`config.mk`:
```
export PLATFORM = sky130hd
export DESIGN_NAME = conf_int_add__result_acc
export DESIGN_NICKNAME = d
export VERILOG_FILES = /design/src/rtl/conf_int_add__result_acc.sv
export SDC_FILE = /design/constraint.sdc
export NUM_CORES = 1
export LEC_CHECK = 0
export ABC_AREA = 1
export CAP_MARGIN = 5
export CORE_UTILIZATION = 54
export DETAILED_ROUTE_END_ITERATION = 12
export GPL_TIMING_DRIVEN = 0
export PLACE_DENSITY_LB_ADDON = 0.2
export SETUP_SLACK_MARGIN = 0.05
export SKIP_LAST_GASP = 1
export SYNTH_ARGS = -nofsm -noshare
export SYNTH_HDL_FRONTEND = slang
export SYNTH_SLANG_ARGS = --single-unit
export TNS_END_PERCENT = 5
```
`constraint.sdc`:
```
create_clock -name clk -period 2.95 [get_ports clk]
set_input_delay 0.7375 -clock clk [delete_from_list [all_inputs] [get_ports clk]]
set_output_delay 0.7375 -clock clk [all_outputs]
set_load 0.1 [all_outputs]
```
`src/rtl/conf_int_add__result_acc.sv`:
```
// -----------------------------------------------------------------------------
// conf_int_add__result_acc
//
// Consumes the result stream of the configurable-precision integer adder and
// produces one sum per block of N samples, so each adder configuration can be
// characterised for error/energy block by block.
//
// Each incoming sample c is masked to the precision selected by conf_select
// (conf_select = k in 0..3 clears the low 4*k bits; larger values mean full
// precision). The first sample of a block latches N (blk_len, 0 read as 1) and
// the configuration; later changes to conf_select/blk_len inside the block are
// ignored. The finished sum is held until downstream takes it.
//
// Optional feature (compile-time macro):
//   CONF_INT_ADD__ACC_SAT_EN  - defined: a carry out of the accumulator
//                               saturates acc_out to all-ones for the rest of
//                               the block. Undefined (default): the sum wraps
//                               modulo 2^ACC_W. ovf is set in both cases.
//
// Ports:
//   clk          in   1                   clock, rising edge
//   rst          in   1                   asynchronous reset, active-low
//   flush        in   1                   synchronous abort of the current block
//   c            in   DATA_PATH_BITWIDTH  adder result sample
//   conf_select  in   CONF_SELECT__C_B    precision config of incoming samples
//   blk_len      in   BLK_LEN_B           samples per block (0 treated as 1)
//   in_valid     in   1                   c/conf_select valid
//   in_ready     out  1                   block can accept a sample
//   acc_out      out  ACC_W               block sum, stable while out_valid
//   conf_out     out  CONF_SELECT__C_B    conf_select latched for this block
//   ovf          out  1                   sticky carry out of the block sum
//   out_valid    out  1                   block result available
//   out_ready    in   1                   downstream accepts the result
// -----------------------------------------------------------------------------
module conf_int_add__result_acc #(
   parameter int DATA_PATH_BITWIDTH = 16,
   parameter int CONF_SELECT__C_B   = 4,
   parameter int ACC_GUARD_B        = 8,
   parameter int BLK_LEN_B          = 4,
   localparam int ACC_W             = DATA_PATH_BITWIDTH + ACC_GUARD_B
) (
   input  logic                          clk,
   input  logic                          rst,
   input  logic                          flush,
   input  logic [DATA_PATH_BITWIDTH-1:0] c,
   input  logic [CONF_SELECT__C_B-1:0]   conf_select,
   input  logic [BLK_LEN_B-1:0]          blk_len,
   input  logic                          in_valid,
   output logic                          in_ready,
   output logic [ACC_W-1:0]              acc_out,
   output logic [CONF_SELECT__C_B-1:0]   conf_out,
   output logic                          ovf,
   output logic                          out_valid,
   input  logic                          out_ready
);

   localparam logic [1:0] ST_IDLE = 2'd0;
   localparam logic [1:0] ST_ACC  = 2'd1;
   localparam logic [1:0] ST_HOLD = 2'd2;

   localparam logic [BLK_LEN_B-1:0] CNT_ONE = {{(BLK_LEN_B-1){1'b0}}, 1'b1};

   // Clear the low 4*k bits of a sample; k above 3 keeps full precision.
   function automatic logic [DATA_PATH_BITWIDTH-1:0] mask_sample(
      input logic [DATA_PATH_BITWIDTH-1:0] smp,
      input logic [CONF_SELECT__C_B-1:0]   k
   );
      logic [DATA_PATH_BITWIDTH-1:0] keep;
      int unsigned                   ki;
      ki   = 32'(k);
      keep = '1;
      if (ki < 32'd4) begin
         keep = keep << (4 * ki);
      end
      return smp & keep;
   endfunction

   // Unsigned add with the carry kept in the extra top bit.
   function automatic logic [ACC_W:0] acc_add(
      input logic [ACC_W-1:0]              a,
      input logic [DATA_PATH_BITWIDTH-1:0] b
   );
      logic [ACC_W:0] b_ext;
      b_ext = '0;
      b_ext[DATA_PATH_BITWIDTH-1:0] = b;
      return {1'b0, a} + b_ext;
   endfunction

   // Overflow handling of a carried sum. Once saturated, every later add
   // either carries again or adds zero, so all-ones persists to block end.
   function automatic logic [ACC_W-1:0] acc_limit(input logic [ACC_W:0] sum);
`ifdef CONF_INT_ADD__ACC_SAT_EN
      if (sum[ACC_W]) begin
         return '1;
      end
      return sum[ACC_W-1:0];
`else
      return sum[ACC_W-1:0];
`endif
   endfunction

   logic [1:0]                    state;
   logic [BLK_LEN_B-1:0]          blk_n;
   logic [BLK_LEN_B-1:0]          count;
   logic [BLK_LEN_B-1:0]          count_inc;
   logic [BLK_LEN_B-1:0]          blk_eff;
   logic [DATA_PATH_BITWIDTH-1:0] masked_first;
   logic [DATA_PATH_BITWIDTH-1:0] masked_blk;
   logic [ACC_W-1:0]              first_ext;
   logic [ACC_W:0]                sum;

   assign in_ready  = (state != ST_HOLD);
   assign out_valid = (state == ST_HOLD);

   always_comb begin
      blk_eff = blk_len;
      if (blk_len == '0) begin
         blk_eff[0] = 1'b1;
      end
      count_inc = count + 1'b1;
      // First sample of a block uses the live config; the rest use the latched one.
      masked_first = mask_sample(c, conf_select);
      masked_blk   = mask_sample(c, conf_out);
      first_ext    = '0;
      first_ext[DATA_PATH_BITWIDTH-1:0] = masked_first;
      sum = acc_add(acc_out, masked_blk);
   end

   always_ff @(posedge clk or negedge rst) begin
      if (!rst) begin
         state    <= ST_IDLE;
         acc_out  <= '0;
         conf_out <= '0;
         ovf      <= 1'b0;
         count    <= '0;
         blk_n    <= '0;
      end else if (flush) begin
         // Abort wins over any sample or result handshake this cycle.
         state   <= ST_IDLE;
         acc_out <= '0;
         count   <= '0;
         ovf     <= 1'b0;
      end else begin
         case (state)
            ST_IDLE: begin
               if (in_valid) begin
                  blk_n    <= blk_eff;
                  conf_out <= conf_select;
                  acc_out  <= first_ext;
                  count    <= CNT_ONE;
                  ovf      <= 1'b0;
                  state    <= (blk_eff == CNT_ONE) ? ST_HOLD : ST_ACC;
               end
            end
            ST_ACC: begin
               if (in_valid) begin
                  acc_out <= acc_limit(sum);
                  ovf     <= ovf | sum[ACC_W];
                  count   <= count_inc;
                  if (count_inc == blk_n) begin
                     state <= ST_HOLD;
                  end
               end
            end
            ST_HOLD: begin
               if (out_ready) begin
                  state <= ST_IDLE;
               end
            end
            default: begin
               state <= ST_IDLE;
            end
         endcase
      end
   end

endmodule

```
Word level (Yosys, flattened, before mapping). Index checks and enable logic that the tools add are counted.

Add/subtract/negate cells: 2. Multipliers: 0. Divide/modulo/power cells: 0. Order comparisons: 2. Equal/unequal tests: 9. Shift operators: 2. Mux-type cells: 22. Bitwise gates (word level): 4. Reductions and logical operators: 6.

Operator list (number): 2-to-1 mux 24 bit (3); case mux 24 bit (2 select lines) (1); AND 16 bit (2); 2-to-1 mux 16 bit (2); << shifter 16 x 6 -> 16 bit, first input constant (2); adder 24 x 16 -> 25 bit (1); 2-to-1 mux 2 bit (6); 2-to-1 mux 4 bit (3); inequality test 3 bit, second input constant (3); less-than comparator 4 x 3 -> 1 bit, second input constant (2); case mux 4 bit (2 select lines) (1); case mux 2 bit (3 select lines) (1); AND reduction 3 bit (2); adder 4 x 1 -> 4 bit, second input constant (1); equality test 4 x 1 -> 1 bit, second input constant (1); equality test 4 bit (1); zero test 4 bit (1); 2-to-1 mux 1 bit (4); AND reduction 4 bit (1); inequality test 3 x 2 -> 1 bit, second input constant (1); nonzero test 3 bit (1); equality test 2 x 1 -> 1 bit, second input constant (1); equality test 2 bit, second input constant (1); zero test 2 bit (1); other kinds (4) (4).

Bits in registers: 39. Bits in latches: 0. RAM bits: 0. Bits in read-only memories: 0. Input bits: 29. Output and inout bits: 31. Logic and storage cells: 53. Memories kept: 0.

Logic depth before layout (Yosys ltp).
Word-level depth: 8. Depth in mapped cells: 18. Mapped depth without buffers: 18.

Least setup slack after synthesis. OpenSTA, ideal clock, no wires.

Path type: register -> register. From: register conf_out[2]. To: register acc_out[20]. Library setup time: 0.120 ns. Arrival: 2.719 ns. Required time: 2.830 ns. Setup slack: 0.111 ns. Cell stages (with the launch flop): 15. Buffers on the path: 0. Clock period less this slack: 2.839 ns. Path through: dfrtp_1 -> or2_2 -> nor2_1 -> nand2_1 -> nand2_1 -> inv_1 -> ha_1 -> nand2_1 -> nor2_1 -> and2_1 -> nand2_1 -> nand2_1 -> nand3_1 -> nand3_1 -> nand2_1.

Cells in the longest elaborated chain, start to end: 7. Elaborated cells between the ends (all ways): 8. Classes of those cells: add/sub: 1; order compare: 1; shift: 1; mux: 4; bitwise: 1.

Ends and longest elaborated chain: from (decl) (line 51) `output logic [CONF_SELECT__C_B-1:0] conf_out,`; from (signal assigned) (line 148) `conf_out <= conf_select;`; << shifter 16 x 6 -> 16 bit or less-than comparator 4 x 3 -> 1 bit (tied branches) (line 73, 72); 2-to-1 mux 16 bit * (line 72) `if (ki < 32'd4) begin`; AND 16 bit * (line 75) `return smp & keep;`; adder 24 x 16 -> 25 bit * (line 86) `return {1'b0, a} + b_ext;`; 2-to-1 mux 24 bit * (line 156) `if (in_valid) begin`; case mux 24 bit (2 select lines) * (line 144) `case (state)`; 2-to-1 mux 24 bit * (line 137) `end else if (flush) begin`; to (signal assigned) (line 149) `acc_out <= first_ext;`; to (signal assigned) (line 157) `acc_out <= acc_limit(sum);`; to (decl) (line 50) `output logic [ACC_W-1:0] acc_out,`.

Every way passes the cells marked *; elsewhere a longest branch is shown, timed or not. The select of a mux whose other input is x is not followed. A chain may end at the register's enable or synchronous reset.

Worst setup path in the final report.
From: register state[1]. To: output out_valid.

Cells in the longest elaborated chain, start to end: 1.

Ends and longest elaborated chain: from (decl) (line 102) `logic [1:0] state;`; from (signal assigned) (line 152) `state <= (blk_eff == CNT_ONE) ? ST_HOLD : ST_ACC;`; equality test 2 bit (line 113) `assign out_valid = (state == ST_HOLD);`; to (decl) (line 53) `output logic out_valid,`.

Every way passes these cells.

==> summary.txt <==
Status
  • Status: complete, no violations

Synthesis
  • Cells after synthesis: 570
  • Sequential share of the synthesized area: 28.8%
  • Unique masters post-synth: 31
  • Yosys warns: 0
  • Synthesized cell area: 3380 sq um
  • Avg Inst Size Synth: 5.94 sq um
  • Net Count, Synth: 617
  • #FFs+latches synth: 39

Power and ir drop
  • Logic pwr share: 55.0%
  • Sequential power share: 28.8%
  • Int Pwr: 1.14 mW
  • Worst VDD drop: 0.000552 V
  • Power density cells: 562 nW/um^2
  • Static Leak: 2.30 nW
  • NetSw: 1.21 mW
  • Part of the power in the clock network: 16.2%
  • Overall Power: 2.35 mW
  • Switching share of power: 51.6%

Global route
  • Vias in the first global route: 3674
  • First-pass GRT wire length: 16000 um
  • Total track usage: 31.6%
  • Initial antenna violation count: 0
  • Pin count of the biggest net entering global routing: 29
  • Grt total ovfl: 0

Layout
  • Layout cells sized above 1: 4.86%
  • Synth-to-Final Area Change: 23.5%
  • Nets: 684
  • Fillers: 536
  • # diodes: 0

Floorplan
  • I/O pins: 60
  • Row count: 28
  • Area of the core: 5990 sq um
  • Die X: 81.2 um
  • Initial Util: 56.5%
  • Die height: 81.2 um
  • Die area: 6590 sq um

Setup path
  • Worst setup path class: flop to output pin
  • Worst EP arrival: 2.08 ns
  • Worst Setup Start Kind: flop
  • Worst Path Buf+Inv: 2
  • Critical path endpoint category: output pin
  • Cell family with most CP delay: buffers and inverters
  • Worst path max stage delay: 1.15 ns
  • CP Max Fanout: 4
  • Req. time, crit path: 2.21 ns
  • Critical path's slowest cell: clkdlybuf4s50_1
  • Worst-path cell chain: inv_2 > nor2_2 > clkdlybuf4s50_1

Run
  • Max-Cap Viols: 0

Clock tree
  • Hold_buf cts: 0
  • Root buffer cell: clkbuf_8
  • H-tree levels: 2
  • Setup Buffers After CTS: 0
  • CTS max path bufs: 2
  • CTS Sinks: 39
  • TritonCTS Buffers: 5
  • Clk_lat worst skew: 0.30 ns
  • Cts repair resizes: 0
  • Clk slew on worst S/H paths: 0.09 ns
  • CTS tree: built

Timing
  • Setup TNS: 0 ns
  • Setup WS post-layout: 0.137 ns
  • Clk_skew: 0.00903 ns
  • RSZ-0062 raised after global routing: true
  • Setup Viol. Count Final: 0
  • Fin crit period: 2.81 ns
  • WHS: 0.307 ns
  • Fmax: 355 MHz
  • Hold Violations, Final: 0
  • Fin crit share: 95.4%
  • Final Max Slew Viols: 0
  • Tightest Pin Transition: 0.975 ns
  • Normalized max-slew margin: 34.8%

Placement
  • Port buffer count: 59
  • Gp weighted congestion: 0.946
  • DP Wirelength: 7490 um
  • Setup WS pre-CTS: 0.0245 ns

Routing
  • Routed WL per cell: 13.0 um
  • # DRC: 0
  • WL met1: 4120 um
  • WL met2: 4560 um
  • Uppermost routed layer: met4
  • WL met3: 408 um
  • Vias per cell: 5.28
  • Drt initial violations: 271
  • Total wire length: 9300 um
  • Vias post-DR: 3763
  • DRT Pass-1 Iters: 5
  • Detail Route Antenna Nets: 0

Worst hold path
  • Worst min path class: input pin to async pin
## placed cells by master, fill, tap and decap left out, drive strengths merged
| cell | n |
|---|---|
| a21oi | 18 |
| a22o | 3 |
| and2 | 6 |
| buf | 7 |
| clkbuf | 9 |
| clkdlybuf4s50 | 58 |
| clkinv | 1 |
| clkinvlp | 2 |
| dfrtp | 39 |
| fa | 1 |
| ha | 17 |
| inv | 99 |
| nand2 | 231 |
| nand3 | 43 |
| nand3b | 2 |
| nand4 | 7 |
| nor2 | 55 |
| nor3 | 1 |
| o211ai | 2 |
| o21ai | 25 |
| o21bai | 2 |
| o221ai | 1 |
| o22ai | 2 |
| or2 | 3 |
| xnor2 | 3 |
| xor2 | 1 |
## through the flow
| step | std cells | utilization [%] | area (sq um) |
|---|---|---|---|
| 5_1_grt | 713 | 69.8 | 4180 |
| 3_3_place_gp | 704 | 67.9 | 4070 |
| 2_1_floorplan | 570 | - | 3380 |
| 4_1_cts | 713 | 69.6 | 4170 |
| 3_5_place_dp | 705 | 68.1 | 4080 |
| 6_report | 713 | 69.8 | 4180 |
## routing by layer
| metal | GRT usage (%) | up-vias |
|---|---|---|
| li1 | - | 1895 |
| met1 | 40.1 | 1735 |
| met2 | 53.6 | 113 |
| met3 | 4.27 | 20 |
| met4 | 13.0 | 0 |
| met5 | 0 | - |
## power by group through the flow
stage / combinational (mW) / clock [mW] / sequential, mW
final: 1.29 / 0.381 / 0.676
after detailed placement: 1.27 / 0 / 0.684
after global routing: 1.42 / 0.411 / 0.686
after floorplan: 0.591 / 0 / 1.03
after global placement: 1.24 / 0 / 0.682
after CTS: 1.28 / 0.392 / 0.675
## synthesized netlist by cell type
| master | number | share of area, % |
|---|---|---|
| and2_1 | 6 | 1.1 |
| buf_4 | 1 | 0.22 |
| buf_6 | 1 | 0.33 |
| nor3_1 | 1 | 0.15 |
| o211ai_1 | 2 | 0.44 |
| xnor2_1 | 3 | 0.78 |
| o21ai_0 | 17 | 2.5 |
| o22ai_1 | 2 | 0.37 |
| a22o_1 | 3 | 0.78 |
| ha_1 | 17 | 6.3 |
| nand4_1 | 7 | 1.3 |
| clkbuf_1 | 4 | 0.44 |
| nand3_2 | 1 | 0.30 |
| nor2_4 | 1 | 0.33 |
| a21oi_1 | 18 | 2.7 |
| nor2_1 | 52 | 5.8 |
| inv_2 | 8 | 0.89 |
| inv_1 | 91 | 10 |
| nand2_1 | 231 | 26 |
| or2_2 | 1 | 0.19 |
| o21ai_1 | 8 | 1.2 |
| nand3_1 | 42 | 6.2 |
| nand3b_1 | 2 | 0.44 |
| or2_1 | 2 | 0.37 |
| buf_2 | 3 | 0.44 |
| xor2_1 | 1 | 0.26 |
| dfrtp_1 | 39 | 29 |
| o21bai_1 | 2 | 0.44 |
| nor2_2 | 2 | 0.37 |
| o221ai_1 | 1 | 0.26 |
| fa_1 | 1 | 0.59 |
## worst reg2reg max path: cells and delay by family (launching register included)
family / cells / cell delay, ns
fa+ha+maj: 2 / 0.70
compound gates: 1 / 0.08
simple gates: 11 / 1.43
flops: 1 / 0.39
## logic make-up (layout without fill, tap and decap cells)
kind of cell    count (synthesis)  in the layout  synth area share (%)
flops                          39             39                  28.8
buf+inv                       108            176                  12.4
xor+xnor                        4              4                  1.04
fa+ha+maj                      18             18                  6.88
simple gates                  348            348                  42.2
compound gates                 53             53                  8.65
## flip-flops by register name (all words and copies together), names as in the netlist
| name | flops |
|---|---|
| blk_n | 4 |
| conf_out | 4 |
| count | 4 |
| acc_out | 24 |
| ovf | 1 |
| state | 2 |
## path summary, 6_finish.rpt
check	startpoint	endpoint	slack [ns]	cells past startpoint
min reg2reg	blk_n[2]	blk_n[2]	0.50	2
min in group clk	blk_n[2]	blk_n[2]	0.50	2
min	rst	acc_out[17]	0.31	1
max in group asynchronous	rst	acc_out[15]	2.18	2
max	state[1]	out_valid	0.14	3
max reg2reg	conf_out[2]	acc_out[16]	0.26	14
## layout make-up
type | count | area, sq um | share of cell area [%]
Timing Repair Buffer | 60 | 606 | 14.5
Inverter | 99 | 372 | 8.89
Multi-Input combinational cell | 423 | 1990 | 47.7
Clock inverter | 3 | 20.0 | 0.479
Clock buffer | 5 | 68.8 | 1.65
Buffer | 9 | 48.8 | 1.17
Sequential cell | 39 | 976 | 23.4
Tap cell | 75 | 93.8 | 2.25
Power figures use the tool's default switching activity.
